### config.mk
export PLATFORM = sky130hd
export DESIGN_NAME = sevenseg_scan_ctrl_flat
export DESIGN_NICKNAME = d
export VERILOG_FILES = /design/src/rtl/sevenseg_scan_ctrl_if.sv /design/src/rtl/sevenseg_scan_ctrl.sv /design/src/flat_wrapper.sv
export SDC_FILE = /design/constraint.sdc
export NUM_CORES = 1
export LEC_CHECK = 0
export CAP_MARGIN = 20
export CORE_UTILIZATION = 40
export CTS_BUF_LIST = sky130_fd_sc_hd__clkbuf_2 sky130_fd_sc_hd__clkbuf_4 sky130_fd_sc_hd__clkbuf_8
export CTS_CLUSTER_DIAMETER = 150
export DETAILED_ROUTE_END_ITERATION = 8
export HOLD_SLACK_MARGIN = 0.15
export PLACE_DENSITY = 0.64
export SYNTH_ARGS = -nofsm -noshare
export SYNTH_HDL_FRONTEND = slang
export SYNTH_SLANG_ARGS = --single-unit
### constraint.sdc
create_clock -name clk -period 1.9 [get_ports clk]
set_clock_uncertainty 0.1 [all_clocks]
set_input_delay 0.38 -clock clk [delete_from_list [all_inputs] [get_ports clk]]
set_output_delay 0.38 -clock clk [all_outputs]
set_load 0.01 [all_outputs]
### src/rtl/sevenseg_scan_ctrl_if.sv
// Character stream from the text generator into the scan/scroll controller.
// The generator drives the master side and the controller takes the slave side.
interface sevenseg_scan_ctrl_if;
    logic [3:0] char_in;
    logic       char_valid;
    logic       char_ready;

    modport master (
        output char_in,
        output char_valid,
        input  char_ready
    );

    modport slave (
        input  char_in,
        input  char_valid,
        output char_ready
    );
endinterface

### src/rtl/sevenseg_scan_ctrl.sv
// Four-digit seven-segment scan controller with dead-time blanking and a
// character scroll buffer fed from the text generator.
module sevenseg_scan_ctrl #(
    parameter int unsigned DIGIT_CYCLES  = 50000,
    parameter int unsigned BLANK_CYCLES  = 1000,
    parameter int unsigned SCROLL_FRAMES = 64
) (
    input  logic                       clk,
    input  logic                       reset,
    input  logic                       enable,
    sevenseg_scan_ctrl_if.slave        chars,
    output logic [3:0]                 an,
    output logic [3:0]                 digit,
    output logic [1:0]                 digit_sel,
    output logic                       frame_tick
);

    localparam logic [15:0] BLANK_LAST  = 16'(BLANK_CYCLES - 1);
    localparam logic [15:0] DIGIT_LAST  = 16'(DIGIT_CYCLES - 1);
    localparam logic [15:0] SCROLL_LAST = 16'(SCROLL_FRAMES - 1);

    typedef enum logic [1:0] {
        ST_BLANK   = 2'd0,
        ST_DRIVE   = 2'd1,
        ST_ADVANCE = 2'd2
    } state_t;

    state_t          state;
    state_t          state_next;
    logic [15:0]     cycle_cnt;
    logic [15:0]     cycle_cnt_next;
    logic [15:0]     frame_cnt;
    logic            scroll_pending;
    logic [3:0][3:0] scroll_buf;

    logic            frame_end;
    logic            scroll_point;
    logic            transfer;

    always_ff @(posedge clk or negedge reset) begin
        if (!reset) begin
            state     <= ST_BLANK;
            cycle_cnt <= '0;
        end else begin
            state     <= state_next;
            cycle_cnt <= cycle_cnt_next;
        end
    end

    always_comb begin
        state_next     = state;
        cycle_cnt_next = cycle_cnt + 16'd1;
        unique case (state)
            ST_BLANK: begin
                if (cycle_cnt == BLANK_LAST) begin
                    state_next     = ST_DRIVE;
                    cycle_cnt_next = '0;
                end
            end
            ST_DRIVE: begin
                if (cycle_cnt == DIGIT_LAST) begin
                    state_next     = ST_ADVANCE;
                    cycle_cnt_next = '0;
                end
            end
            ST_ADVANCE: begin
                state_next     = ST_BLANK;
                cycle_cnt_next = '0;
            end
            default: begin
                state_next     = ST_BLANK;
                cycle_cnt_next = '0;
            end
        endcase
    end

    // Anodes are only lit in DRIVE, so BLANK and ADVANCE both act as dead time.
    always_comb begin
        an = 4'b1111;
        if (state == ST_DRIVE) begin
            an = ~(4'b0001 << digit_sel);
        end
    end

    assign frame_end        = (state == ST_ADVANCE) && (digit_sel == 2'd3);
    assign scroll_point     = frame_end && enable && (frame_cnt == SCROLL_LAST);
    assign chars.char_ready = scroll_pending && (state == ST_BLANK);
    assign transfer         = chars.char_valid && chars.char_ready;

    // The next digit's character is latched as BLANK is entered, so a shift
    // later in that BLANK window only shows up on the following visit.
    always_ff @(posedge clk or negedge reset) begin
        if (!reset) begin
            digit_sel <= 2'd0;
            digit     <= 4'd0;
        end else if (state == ST_ADVANCE) begin
            digit_sel <= digit_sel + 2'd1;
            digit     <= scroll_buf[digit_sel + 2'd1];
        end
    end

    always_ff @(posedge clk or negedge reset) begin
        if (!reset) begin
            frame_tick <= 1'b0;
            frame_cnt  <= '0;
        end else begin
            frame_tick <= frame_end;
            if (frame_end && enable) begin
                frame_cnt <= (frame_cnt == SCROLL_LAST) ? 16'd0 : frame_cnt + 16'd1;
            end
        end
    end

    // A scroll point reached while still pending leaves the flag set; it
    // never queues a second shift.
    always_ff @(posedge clk or negedge reset) begin
        if (!reset) begin
            scroll_pending <= 1'b0;
        end else if (scroll_point) begin
            scroll_pending <= 1'b1;
        end else if (transfer) begin
            scroll_pending <= 1'b0;
        end
    end

    always_ff @(posedge clk or negedge reset) begin
        if (!reset) begin
            scroll_buf <= '0;
        end else if (transfer) begin
            scroll_buf <= {scroll_buf[2:0], chars.char_in};
        end
    end

endmodule

### src/flat_wrapper.sv
// flat-port wrapper written by rule: the top's interface ports become plain ports
module sevenseg_scan_ctrl_flat 
#(
    parameter int unsigned DIGIT_CYCLES  = 50000,
    parameter int unsigned BLANK_CYCLES  = 1000,
    parameter int unsigned SCROLL_FRAMES = 64
)
  (clk, reset, enable, an, digit, digit_sel, frame_tick, chars_char_in, chars_char_valid, chars_char_ready);
  sevenseg_scan_ctrl_if chars_i ();
  input  logic clk;
  input  logic reset;
  input  logic enable;
  output logic [3:0] an;
  output logic [3:0] digit;
  output logic [1:0] digit_sel;
  output logic frame_tick;
  input wire logic [$bits(chars_i.char_in)-1:0] chars_char_in;
  input wire logic [$bits(chars_i.char_valid)-1:0] chars_char_valid;
  output wire logic [$bits(chars_i.char_ready)-1:0] chars_char_ready;
  assign chars_i.char_in = chars_char_in;
  assign chars_i.char_valid = chars_char_valid;
  assign chars_char_ready = chars_i.char_ready;
  sevenseg_scan_ctrl #(.DIGIT_CYCLES(DIGIT_CYCLES), .BLANK_CYCLES(BLANK_CYCLES), .SCROLL_FRAMES(SCROLL_FRAMES)) u_core (.clk(clk), .reset(reset), .enable(enable), .chars(chars_i), .an(an), .digit(digit), .digit_sel(digit_sel), .frame_tick(frame_tick));
endmodule
# Word level (Yosys, flattened, before mapping)
# Cells that the tools add are included.
# totals
regBits	58
output_inout_bits	12
wordCells	45
inputBits	8
# classes
mux	12
order_cmp	1
n_reduce_logical	8
add_sub_neg	3
bitwise	1
eq_ne	8
n_shift	1
# ops
op	count
$mux 16	3
$add 16x1->16 const B	2
$pmux 16 s2	1
$eq 16x10->1 const B	1
$eq 16x16->1 const B	1
$eq 16x6->1 const B	1
$bmux 4 s2	1
$mux 4	2
$logic_and 1x1->1	5
$eq 2x2->1 const B	2
$mux 2	2
$ne 2x1->1 const B	2
$not 4->4	1
$pmux 2 s2	1
$shl 1x2->4 const A	1
$lt 2x3->1 const B	1
$add 2x1->2 const B	1
$eq 2x1->1 const B	1
$logic_not 2->1	1
$mux 1	2
$reduce_and 2->1	1
$reduce_bool 2->1	1

# Logic depth before layout (Yosys ltp)
# logic_depth
word_depth	5
depth_mapped	6
depth_no_buf	5

# Least setup slack after synthesis
# Ideal clock, no wire load.
# synth_timing
kind	register -> register
from	register u_core.digit_sel[0]
to	register u_core.digit[0]
t_arrival_ns	1.751
path_buffers	1
path_stages_with_launch	6
synth_period_minus_slack_ns	1.976
path_slack_ns	-0.076
setup_time_ns	0.125
required_ns	1.675
path_cell_list	dfrtp_1 -> clkbuf_1 -> inv_1 -> ha_1 -> mux4_2 -> mux2_2
# synth_via
elab_chain_cells	3
# synth_lines
element	line	text
start, declared	sevenseg_scan_ctrl.sv:14	output logic [1:0] digit_sel,
start signal, assigned	sevenseg_scan_ctrl.sv:97	digit_sel <= digit_sel + 2'd1;
$add 2x1->2	sevenseg_scan_ctrl.sv:98	digit <= scroll_buf[digit_sel + 2'd1];
$bmux 4 s2	sevenseg_scan_ctrl.sv:98	
$mux 4 (not written as such)	sevenseg_scan_ctrl.sv:98	
end signal, assigned	sevenseg_scan_ctrl.sv:98	
end, declared	sevenseg_scan_ctrl.sv:13	output logic [3:0] digit,
# No other way between the ends. The select of a mux whose other input is x is not followed.
# A chain may end at the register's enable or synchronous reset.

# Final worst setup path
# layout_timing
from	register u_core.digit_sel[1]
to	output port digit_sel[1]
# layout_rtl
element	line	text
end, declared	flat_wrapper.sv:15	output logic [1:0] digit_sel;
# No word-level cell between the ends.

==> flow_summary.toml <==
[floorplan]
die_h_um = 86.0
core_area_um2 = 6790
die_w_um = 86.0
die-area_um2 = 7400
initial_core_util_pct = 41.6
rows = 30
ios = 20

[yosys]
yosys.area.top_type_share_pct = 51.4
syn_avg_cell_area_um2 = 11.9
syn_inst = 237
synthFlopType = "dfrtp_1"
synth_cell_types = 39
ys_ff_latch = 58
yosysSeqAreaShare_pct = 51.4
synth_area_leaders = "dfrtp_1 (51%), mux2_2 (7.2%), xnor2_1 (4.7%)"
synth.yosys.warnings = 0
syn_area_um2 = 2820
syn_nets = 251
async_flop_share_pct = 100
synth_top_cell_by_area = "dfrtp_1"
synth_edf_count = 0

[final_layout]
antennaDiodeCount = 0
final_area_um2 = 3470
fin_nets = 293
final_cells = 378
regArea_um2 = 1450
fillers = 613
syn_to_final_growth_pct = 22.9
final_util_pct = 51.1
multi_input_area_um2 = 1300
final_layout_size_suffix_gt1_share_pct = 26.2

[detailed_routing]
ant_nets = 0
drt_iter0_markers = 68
dr_total_vias = 1848
drc = 0
vias_per_cell = 4.89
wl_per_cell_um = 13.4
drtPass1Iterations = 4
finalWirelength_um = 5050

[status]
status = "finished, final reports clean"

[pwr]
leakage_nw = 1.59
powerDensity_nw_per_um2 = 869
p_total_mw = 3.01
vdd_drop_max_uv = 495

[clocking]
clk_root_buffer_cell = "clkbuf_8"
clock_latency_ns = 0.33
cts_sinks = 58
cts_inserted_buffers = 9
tritoncts = "yes"
path_clk_slew_ns = 0.06
clock_path_buffers = 2
h-tree-depth = 3

[placement]
gp_congestion = 0.765
hpwl_um = 3480
numPortBuffers = 19
placed_cell_area_um2 = 3220
dp_cells = 360

[flow_run]
drv_cap = 0

[worst_setup_path]
rr_worst_depth = 6
cp-end-kind = "primary output"
crit_fanout = 3
critical_path_class = "reg2out"
cp-start-kind = "flip-flop"
required_ns = 1.42
arrival_ns = 1.35

[timing]
finalCriticalPeriod_ns = 1.83
hold_violations = 0
maxSlewViolCount = 0
relSlewSlack_pct = 76.0
setup_viol = 0
rsz0062_at_grt = "no"
period_share_pct = 96.2
fin_hold_ws_ns = 0.379
tightest_slew_ns = 0.357
clock.fmax_mhz = 547

[global_routing]
grt_antenna_before_repair = 0
grt_pass1_wl_um = 9150
grt_start_max_net_pins = 59
grt.overflow.total = 0
grt_usage_pct = 16.3
grt_pass1_vias = 1949

[worst_hold_path]
hold_path_depth = 1
hold_path.class = "reg2reg"
[routing by layer]
| metal | global-route usage [%] | wire length [um] | vias up |
|---|---|---|---|
| li1 | - | - | 920 |
| met1 | 19.9 | 2320 | 897 |
| met2 | 26.2 | 2470 | 23 |
| met3 | 5.20 | 163 | 8 |
| met4 | 7.73 | 99 | 0 |
| met5 | 0 | 0 | - |
[state kept, by name, summed over array words and instances (netlist names)]
register	cells
u_core.cycle_cnt	16
u_core.digit	4
u_core.state	2
u_core.scroll_pending	1
u_core.frame_cnt	16
u_core.scroll_buf	16
u_core.frame_tick	1
u_core.digit_sel	2
[per-stage QoR]
step / setup TNS [ns] / setup slack [ns]
final: 0 / 0.0717
after global routing: 0 / 0.00414
after CTS: -0.133 / -0.133
after detailed placement: -0.194 / -0.0679
after global placement: -0.0316 / -0.0188
after floorplan: 0 / 0.0482
[worst max-delay path, cell delays in order, from the launching register on]
cell and delay (ns):
dfrtp_1 0.37, buf_4 0.13, clkdlybuf4s50_1 0.52
[final cells by class]
type                            count  area share (%)
Sequential cell                    58            41.8
Multi-Input combinational cell    165            37.4
Inverter                            6           0.649
Clock buffer                       11            4.18
Timing Repair Buffer               39            10.6
Tap cell                           96            3.46
Clock inverter                      3            1.88
[report_power, final]
group          internal (mW)  switching, mW
Clock                  0.772          0.444
Combinational          0.210         0.0903
Sequential              1.39          0.104
Total                   2.38          0.637
[logic make-up after synthesis]
logic type      synth area share [%]
buf+inv                         3.06
mux                             11.4
flops                           51.4
xor+xnor                        8.68
fa+ha+maj                       2.66
compound gates                  1.95
simple gates                    20.8
[Yosys cell counts (2+ instances only)]
master,number
nand2_1,16
nor2b_1,2
mux2_4,2
inv_1,6
o21ai_0,4
nand4_1,13
buf_4,3
ha_1,6
nor4_1,6
and3_1,6
nor3b_1,2
nor4_2,2
nand3_1,8
and4b_1,2
nor3_1,8
mux2_2,18
xnor2_1,15
clkbuf_1,2
dfrtp_1,58
nor2_1,22
xor2_1,13
mux4_2,4
buf_6,3
[repair_timing]
action                     in CTS  in global routing
hold endpoints to repair       58                  0
gates resized for setup        11                  6
setup endpoints to repair       6                  5
hold buffers                    1                  0
setup buffers                   3                  0
[placed cells by master, fill, tap and decap left out, types with 2 or more instances in the layout]
| master | n |
|---|---|
| dfrtp_1 | 58 |
| nor2_1 | 22 |
| mux2_2 | 18 |
| nand2_1 | 16 |
| xnor2_1 | 15 |
| buf_4 | 15 |
| nand4_1 | 13 |
| xor2_1 | 13 |
| clkdlybuf4s50_1 | 12 |
| clkbuf_8 | 10 |
| nand3_1 | 8 |
| nor3_1 | 7 |
| nor4_1 | 6 |
| and3_1 | 5 |
| inv_1 | 5 |
| ha_1 | 5 |
| mux4_2 | 4 |
| o21ai_0 | 4 |
| buf_12 | 3 |
| and4b_1 | 2 |
| nor2b_1 | 2 |
| mux2_4 | 2 |
| nor4_2 | 2 |
| nor3b_1 | 2 |
| bufinv_16 | 2 |
| clkbuf_2 | 2 |
| dlygate4sd2_1 | 2 |
[final timing paths]
path | to | slack [ns] | from
setup / recovery | digit_sel[1] | 0.07 | u_core.digit_sel[1]$_DFFE_PN0N_
hold / removal | u_core.frame_cnt[15]$_DFFE_PN0P_ | 0.38 | u_core.frame_cnt[15]$_DFFE_PN0P_
setup reg to reg | u_core.scroll_buf[5]$_DFFE_PN0P_ | 0.09 | u_core.state[1]$_DFFE_PN0P_
hold reg to reg | u_core.frame_cnt[15]$_DFFE_PN0P_ | 0.38 | u_core.frame_cnt[15]$_DFFE_PN0P_
max in group asynchronous | u_core.frame_cnt[3]$_DFFE_PN0P_ | 0.96 | reset
min in group asynchronous | u_core.scroll_buf[3]$_DFFE_PN0P_ | 0.49 | reset
Note: power is estimated with default switching activity, not from simulation.
